===== config.mk =====
export PLATFORM = sky130hd
export DESIGN_NAME = ysyx_25040109_csr_ctrl
export DESIGN_NICKNAME = d
export VERILOG_FILES = /design/src/rtl/ysyx_25040109_csr_ctrl.sv
export SDC_FILE = /design/constraint.sdc
export NUM_CORES = 1
export LEC_CHECK = 0
export BUFFER_PORTS_ARGS = -buffer_cell sky130_fd_sc_hd__buf_2
export CAP_MARGIN = 25
export CELL_PAD_IN_SITES_DETAIL_PLACEMENT = 2
export CELL_PAD_IN_SITES_GLOBAL_PLACEMENT = 2
export CORE_MARGIN = 2
export CORE_UTILIZATION = 29
export CTS_BUF_LIST = sky130_fd_sc_hd__clkbuf_4 sky130_fd_sc_hd__clkbuf_8
export DETAILED_ROUTE_END_ITERATION = 7
export PLACE_DENSITY = 0.82
export SYNTH_ARGS = -nofsm -noshare
export SYNTH_HDL_FRONTEND = slang
export SYNTH_SLANG_ARGS = --single-unit

===== constraint.sdc =====
create_clock -name clk -period 2.3 [get_ports clk]
set_input_delay 0.23 -clock clk [delete_from_list [all_inputs] [get_ports clk]]
set_output_delay 0.23 -clock clk [all_outputs]
set_load 0.02 [all_outputs]

===== src/rtl/ysyx_25040109_csr_ctrl.sv =====
// CSR access and trap sequencer driving the register file's single CSR port.
// Latency: CSR op done at N+2, ECALL at N+4, MRET at N+2, illegal op at N+1 after accept.
// Backpressure: req_ready only in IDLE, so one request is in flight at a time.
module ysyx_25040109_csr_ctrl #(
  parameter int DATA_WIDTH  = 32,
  parameter int ECALL_CAUSE = 11
) (
  input  logic                  clk,
  input  logic                  rst_n,
  input  logic                  req_valid,
  output logic                  req_ready,
  input  logic [2:0]            req_op,
  input  logic [11:0]           req_csr,
  input  logic [DATA_WIDTH-1:0] req_src,
  input  logic                  req_src_zero,
  input  logic [31:0]           req_pc,
  output logic                  csr_we,
  output logic [11:0]           csr_addr,
  output logic [DATA_WIDTH-1:0] csr_wdata,
  input  logic [DATA_WIDTH-1:0] csr_rdata,
  input  logic [DATA_WIDTH-1:0] mtvec_in,
  input  logic [DATA_WIDTH-1:0] mepc_in,
  output logic                  done_valid,
  output logic [DATA_WIDTH-1:0] done_rdata,
  output logic                  redirect,
  output logic [31:0]           redirect_pc
);

  typedef enum logic [2:0] {
    S_IDLE, S_EXEC, S_T_EPC, S_T_CAUSE, S_T_STAT, S_R_STAT, S_DONE
  } state_t;

  localparam logic [2:0] OP_RW    = 3'd0;
  localparam logic [2:0] OP_RS    = 3'd1;
  localparam logic [2:0] OP_RC    = 3'd2;
  localparam logic [2:0] OP_ECALL = 3'd3;
  localparam logic [2:0] OP_MRET  = 3'd4;

  localparam logic [11:0] CSR_MSTATUS = 12'h300;
  localparam logic [11:0] CSR_MEPC    = 12'h341;
  localparam logic [11:0] CSR_MCAUSE  = 12'h342;

  state_t                state;
  logic [2:0]            op_q;
  logic [11:0]           csr_q;
  logic [DATA_WIDTH-1:0] src_q;
  logic                  src_zero_q;
  logic [31:0]           pc_q;

  assign req_ready = (state == S_IDLE);

  // Sequencer: latch the request on accept, then walk the fixed access sequence.
  always_ff @(posedge clk or negedge rst_n) begin
    if (!rst_n) begin
      state      <= S_IDLE;
      op_q       <= '0;
      csr_q      <= '0;
      src_q      <= '0;
      src_zero_q <= 1'b0;
      pc_q       <= '0;
      done_rdata <= '0;
    end else begin
      case (state)
        S_IDLE: begin
          if (req_valid) begin
            op_q       <= req_op;
            csr_q      <= req_csr;
            src_q      <= req_src;
            src_zero_q <= req_src_zero;
            pc_q       <= req_pc;
            // Non-CSR ops report 0 for rd; CSR ops overwrite this in EXEC.
            done_rdata <= '0;
            case (req_op)
              OP_RW, OP_RS, OP_RC: state <= S_EXEC;
              OP_ECALL:            state <= S_T_EPC;
              OP_MRET:             state <= S_R_STAT;
              default:             state <= S_DONE;
            endcase
          end
        end
        S_EXEC: begin
          done_rdata <= csr_rdata;
          state      <= S_DONE;
        end
        S_T_EPC:   state <= S_T_CAUSE;
        S_T_CAUSE: state <= S_T_STAT;
        S_T_STAT:  state <= S_DONE;
        S_R_STAT:  state <= S_DONE;
        S_DONE:    state <= S_IDLE;
        default:   state <= S_IDLE;
      endcase
    end
  end

  // CSR port drive: write data depends on the live read of the addressed CSR.
  always_comb begin
    csr_we    = 1'b0;
    csr_addr  = '0;
    csr_wdata = '0;
    case (state)
      S_EXEC: begin
        csr_addr = csr_q;
        case (op_q)
          OP_RS:   csr_wdata = csr_rdata | src_q;
          OP_RC:   csr_wdata = csr_rdata & ~src_q;
          default: csr_wdata = src_q;
        endcase
        // Set/clear with a zero source is a pure read and must not write.
        csr_we = !((op_q != OP_RW) && src_zero_q);
      end
      S_T_EPC: begin
        csr_we    = 1'b1;
        csr_addr  = CSR_MEPC;
        csr_wdata = DATA_WIDTH'(pc_q);
      end
      S_T_CAUSE: begin
        csr_we    = 1'b1;
        csr_addr  = CSR_MCAUSE;
        csr_wdata = DATA_WIDTH'(ECALL_CAUSE);
      end
      S_T_STAT: begin
        csr_we         = 1'b1;
        csr_addr       = CSR_MSTATUS;
        csr_wdata      = csr_rdata;
        csr_wdata[7]   = csr_rdata[3];
        csr_wdata[3]   = 1'b0;
        csr_wdata[12:11] = 2'b11;
      end
      S_R_STAT: begin
        csr_we         = 1'b1;
        csr_addr       = CSR_MSTATUS;
        csr_wdata      = csr_rdata;
        csr_wdata[3]   = csr_rdata[7];
        csr_wdata[7]   = 1'b1;
        csr_wdata[12:11] = 2'b11;
      end
      default: ;
    endcase
  end

  // Completion: target PC is read in DONE so the trap-entry writes are already visible.
  always_comb begin
    done_valid  = (state == S_DONE);
    redirect    = 1'b0;
    redirect_pc = '0;
    if (state == S_DONE) begin
      if (op_q == OP_ECALL) begin
        redirect    = 1'b1;
        redirect_pc = mtvec_in[31:0];
      end else if (op_q == OP_MRET) begin
        redirect    = 1'b1;
        redirect_pc = mepc_in[31:0];
      end
    end
  end

endmodule


==> results.cfg <==
[placed_design]
place_congestion = 0.752
placedInstanceArea_mm2 = 0.00835
port_buffers = 290
hpwl_um = 20000

[critical_path]
slowest_delay_ns = 0.51
cpMostUsedCell = nor2_1
critPathBufInv = 2
cp_data_arrival_time_ns = 2.12
worstSetupPathType = flop to primary output
r2r_setup_slack_ns = 0.50
crit_chain = buf_12, nor2_1, a21oi_1, nor2_1, o32ai_1, buf_2
r2r-start = state[2]
critPathLaunchType = flop
reg2regPathDepth = 5
timing.rr.end = src_zero_q
cp_max_fo = 33
cp.required_ns = 2.07
cp-end-kind = primary output
critPathTopFamily = flip-flops
cp_slowest_cell = dfrtp_2

[synth]
yosysWarnings = 0
syn-mean-instance-area_um2 = 11.0
ys_ff_latch = 115
synth_area_mm2 = 0.00661
synth_top_area_share_pct = 43.5
yosysTopAreaCell = dfrtp_1
synth-main-ff-cell = dfrtp_1
synth_edf_count = 0
syn_nets = 782
yosysSeqAreaShare_pct = 43.5
ys_top_cells_by_area = dfrtp_1, mux2_4, nor2_1
synth_cell_types = 41
synth_cells = 601
ys_async_sr_fraction_pct = 100

[clock_tree]
clockRootBuffer = clkbuf_8
clk_pin_slew_ns = 0.08
cts_buffers = 17
cts_tree = built
cts_htree_levels = 4
clkLatencyLatePin_ns = 0.47
numClockSinks = 115
clockBufferDepth = 2

[global_route]
grt_busiest_layer = met2
grt_pass1_vias = 7732
track_usage_pct = 26.6
antenna_found_initial = 3
use_met3_pct = 5.96
grt-ovfl-total = 0
use_met2_pct = 47.7
grt_max_degree = 41
grt_pass1_wl_um = 48300
grtUsageMet1_pct = 29.5

[detailed_routing]
drc = 0
via_per_inst = 5.52
firstDrtPassIters = 5
drt_iter0_markers = 397
wl_per_cell_um = 26.8
ant_nets = 0
wl_um = 33800
vias = 6956

[pwr]
leakage_nw = 4.82
powerDensity_mw_per_mm2 = 1600
peakVddDrop_mv = 0.752
finalPower_w = 0.0166

[outcome]
violations = negative setup slack
status = finished with violations

[sta]
worst_slew_pin_slew_ns = 0.566
min_period_over_period_pct = 102
finalSetupViolCount = 3
hold_violations = 0
rsz0062_at_grt = true
slew_headroom_pct = 62.3
drv_slew = 0
layout_setup_ws_ns = -0.0463
whs_ns = 0.0199
fmax_mhz = 426
fin_crit_ns = 2.35
fin_skew_ns = 0.0158
fin_setup_tns_ns = -0.0665

[floorplanning]
initial_core_util_pct = 29.4
fp.coreArea_mm2 = 0.0225
rows = 55
die_area_mm2 = 0.0240
io_pins = 291
die_w_um = 155
die_y_um = 155

[min_path]
min_path_cells = 2
hp-start = req_src[15]
whs_endpoint = src_q[15]
hold_path.class = primary input to flop

[finish]
final_nets = 1143
multiInputGateArea_mm2 = 0.00377
fin_util_pct = 46.1
fillers = 2319
finalInstanceArea_mm2 = 0.0104
syn2layout_area_growth_pct = 56.8
layout_commonest_cell = buf_2
regArea_mm2 = 0.00288
layout_common_cells = buf_2, dfrtp_1, nor2_1
final_layout_size_suffix_gt1_share_pct = 53.2

[job]
maxCapViolations = 0
[final cells by class]
class,count,share of cell area (%)
inverter,2,0.0966
antenna,1,0.0241
clock inverter,8,1.44
tap,285,3.44
timing repair buffer,400,27.8
sequential,115,27.8
multi-input combinational,426,36.4
clock buffer,24,2.95
[stage by stage]
stage,setup slack [ns],instances
2_1_floorplan,0.215,601
3_3_place_gp,0.230,1146
3_5_place_dp,0.124,1146
4_1_cts,-0.0126,1251
5_1_grt,-0.0940,1261
6_report,-0.0463,1261
[cell families after synthesis]
logic type,count (synthesis),share of synthesized area [%]
mux,80,18.2
compound gates,208,22.7
simple gates,134,9.30
flops,115,43.5
fa+ha+maj,3,0.530
buf+inv,61,5.74
[timing repair]
item	in CTS	in global routing
gates resized for setup	57	101
setup buffers	5	5
pin swaps	2	27
cloned	2	4
hold endpoints to repair	102	0
setup endpoints to repair	66	62
hold buffers	66	0
[worst max-delay path by stage]
stage                     startpoint              end  slack (ns)  depth (start not counted)
after floorplan              op_q[1]    csr_wdata[11]        0.22                          6
after global placement       op_q[2]   redirect_pc[8]        0.23                          6
after detailed placement     op_q[2]  redirect_pc[26]        0.12                          6
after CTS                    op_q[2]  redirect_pc[26]       -0.01                          6
after global routing         op_q[1]  redirect_pc[23]       -0.09                          6
final                        op_q[1]    csr_wdata[28]       -0.05                          6
[layer usage]
layer	wire length, um	up-vias
met5	26	-
met2	17600	353
li1	-	2986
met3	2160	81
met1	12600	3532
met4	1470	4
[cells in the mapped netlist, types with 3 or more instances]
master and count:
dfrtp_1 115, o32ai_1 28, buf_2 21, clkbuf_1 23, nand2_1 4, nand2b_1 4, mux2_4 80, a32oi_1 26
a22oi_1 34, a22o_1 32, o31a_1 3, a21oi_1 67, nor2_1 101, buf_6 4, a211oi_1 3, buf_8 8
or2_2 3, o21a_1 3, and2_1 8
[flip-flops by register name, summed over array words and instances (netlist names)]
name	cells
op_q	3
src_q	32
state	3
done_rdata	32
csr_q	12
pc_q	32
src_zero_q	1
[power breakdown]
part	switching [W]	internal, W	leakage, nW
registers	0.00105	0.00305	1.40
logic	0.00563	0.00463	3.19
clock network	0.000946	0.00132	0.227
total	0.00763	0.00900	4.82
Power figures use the tool's default switching activity.
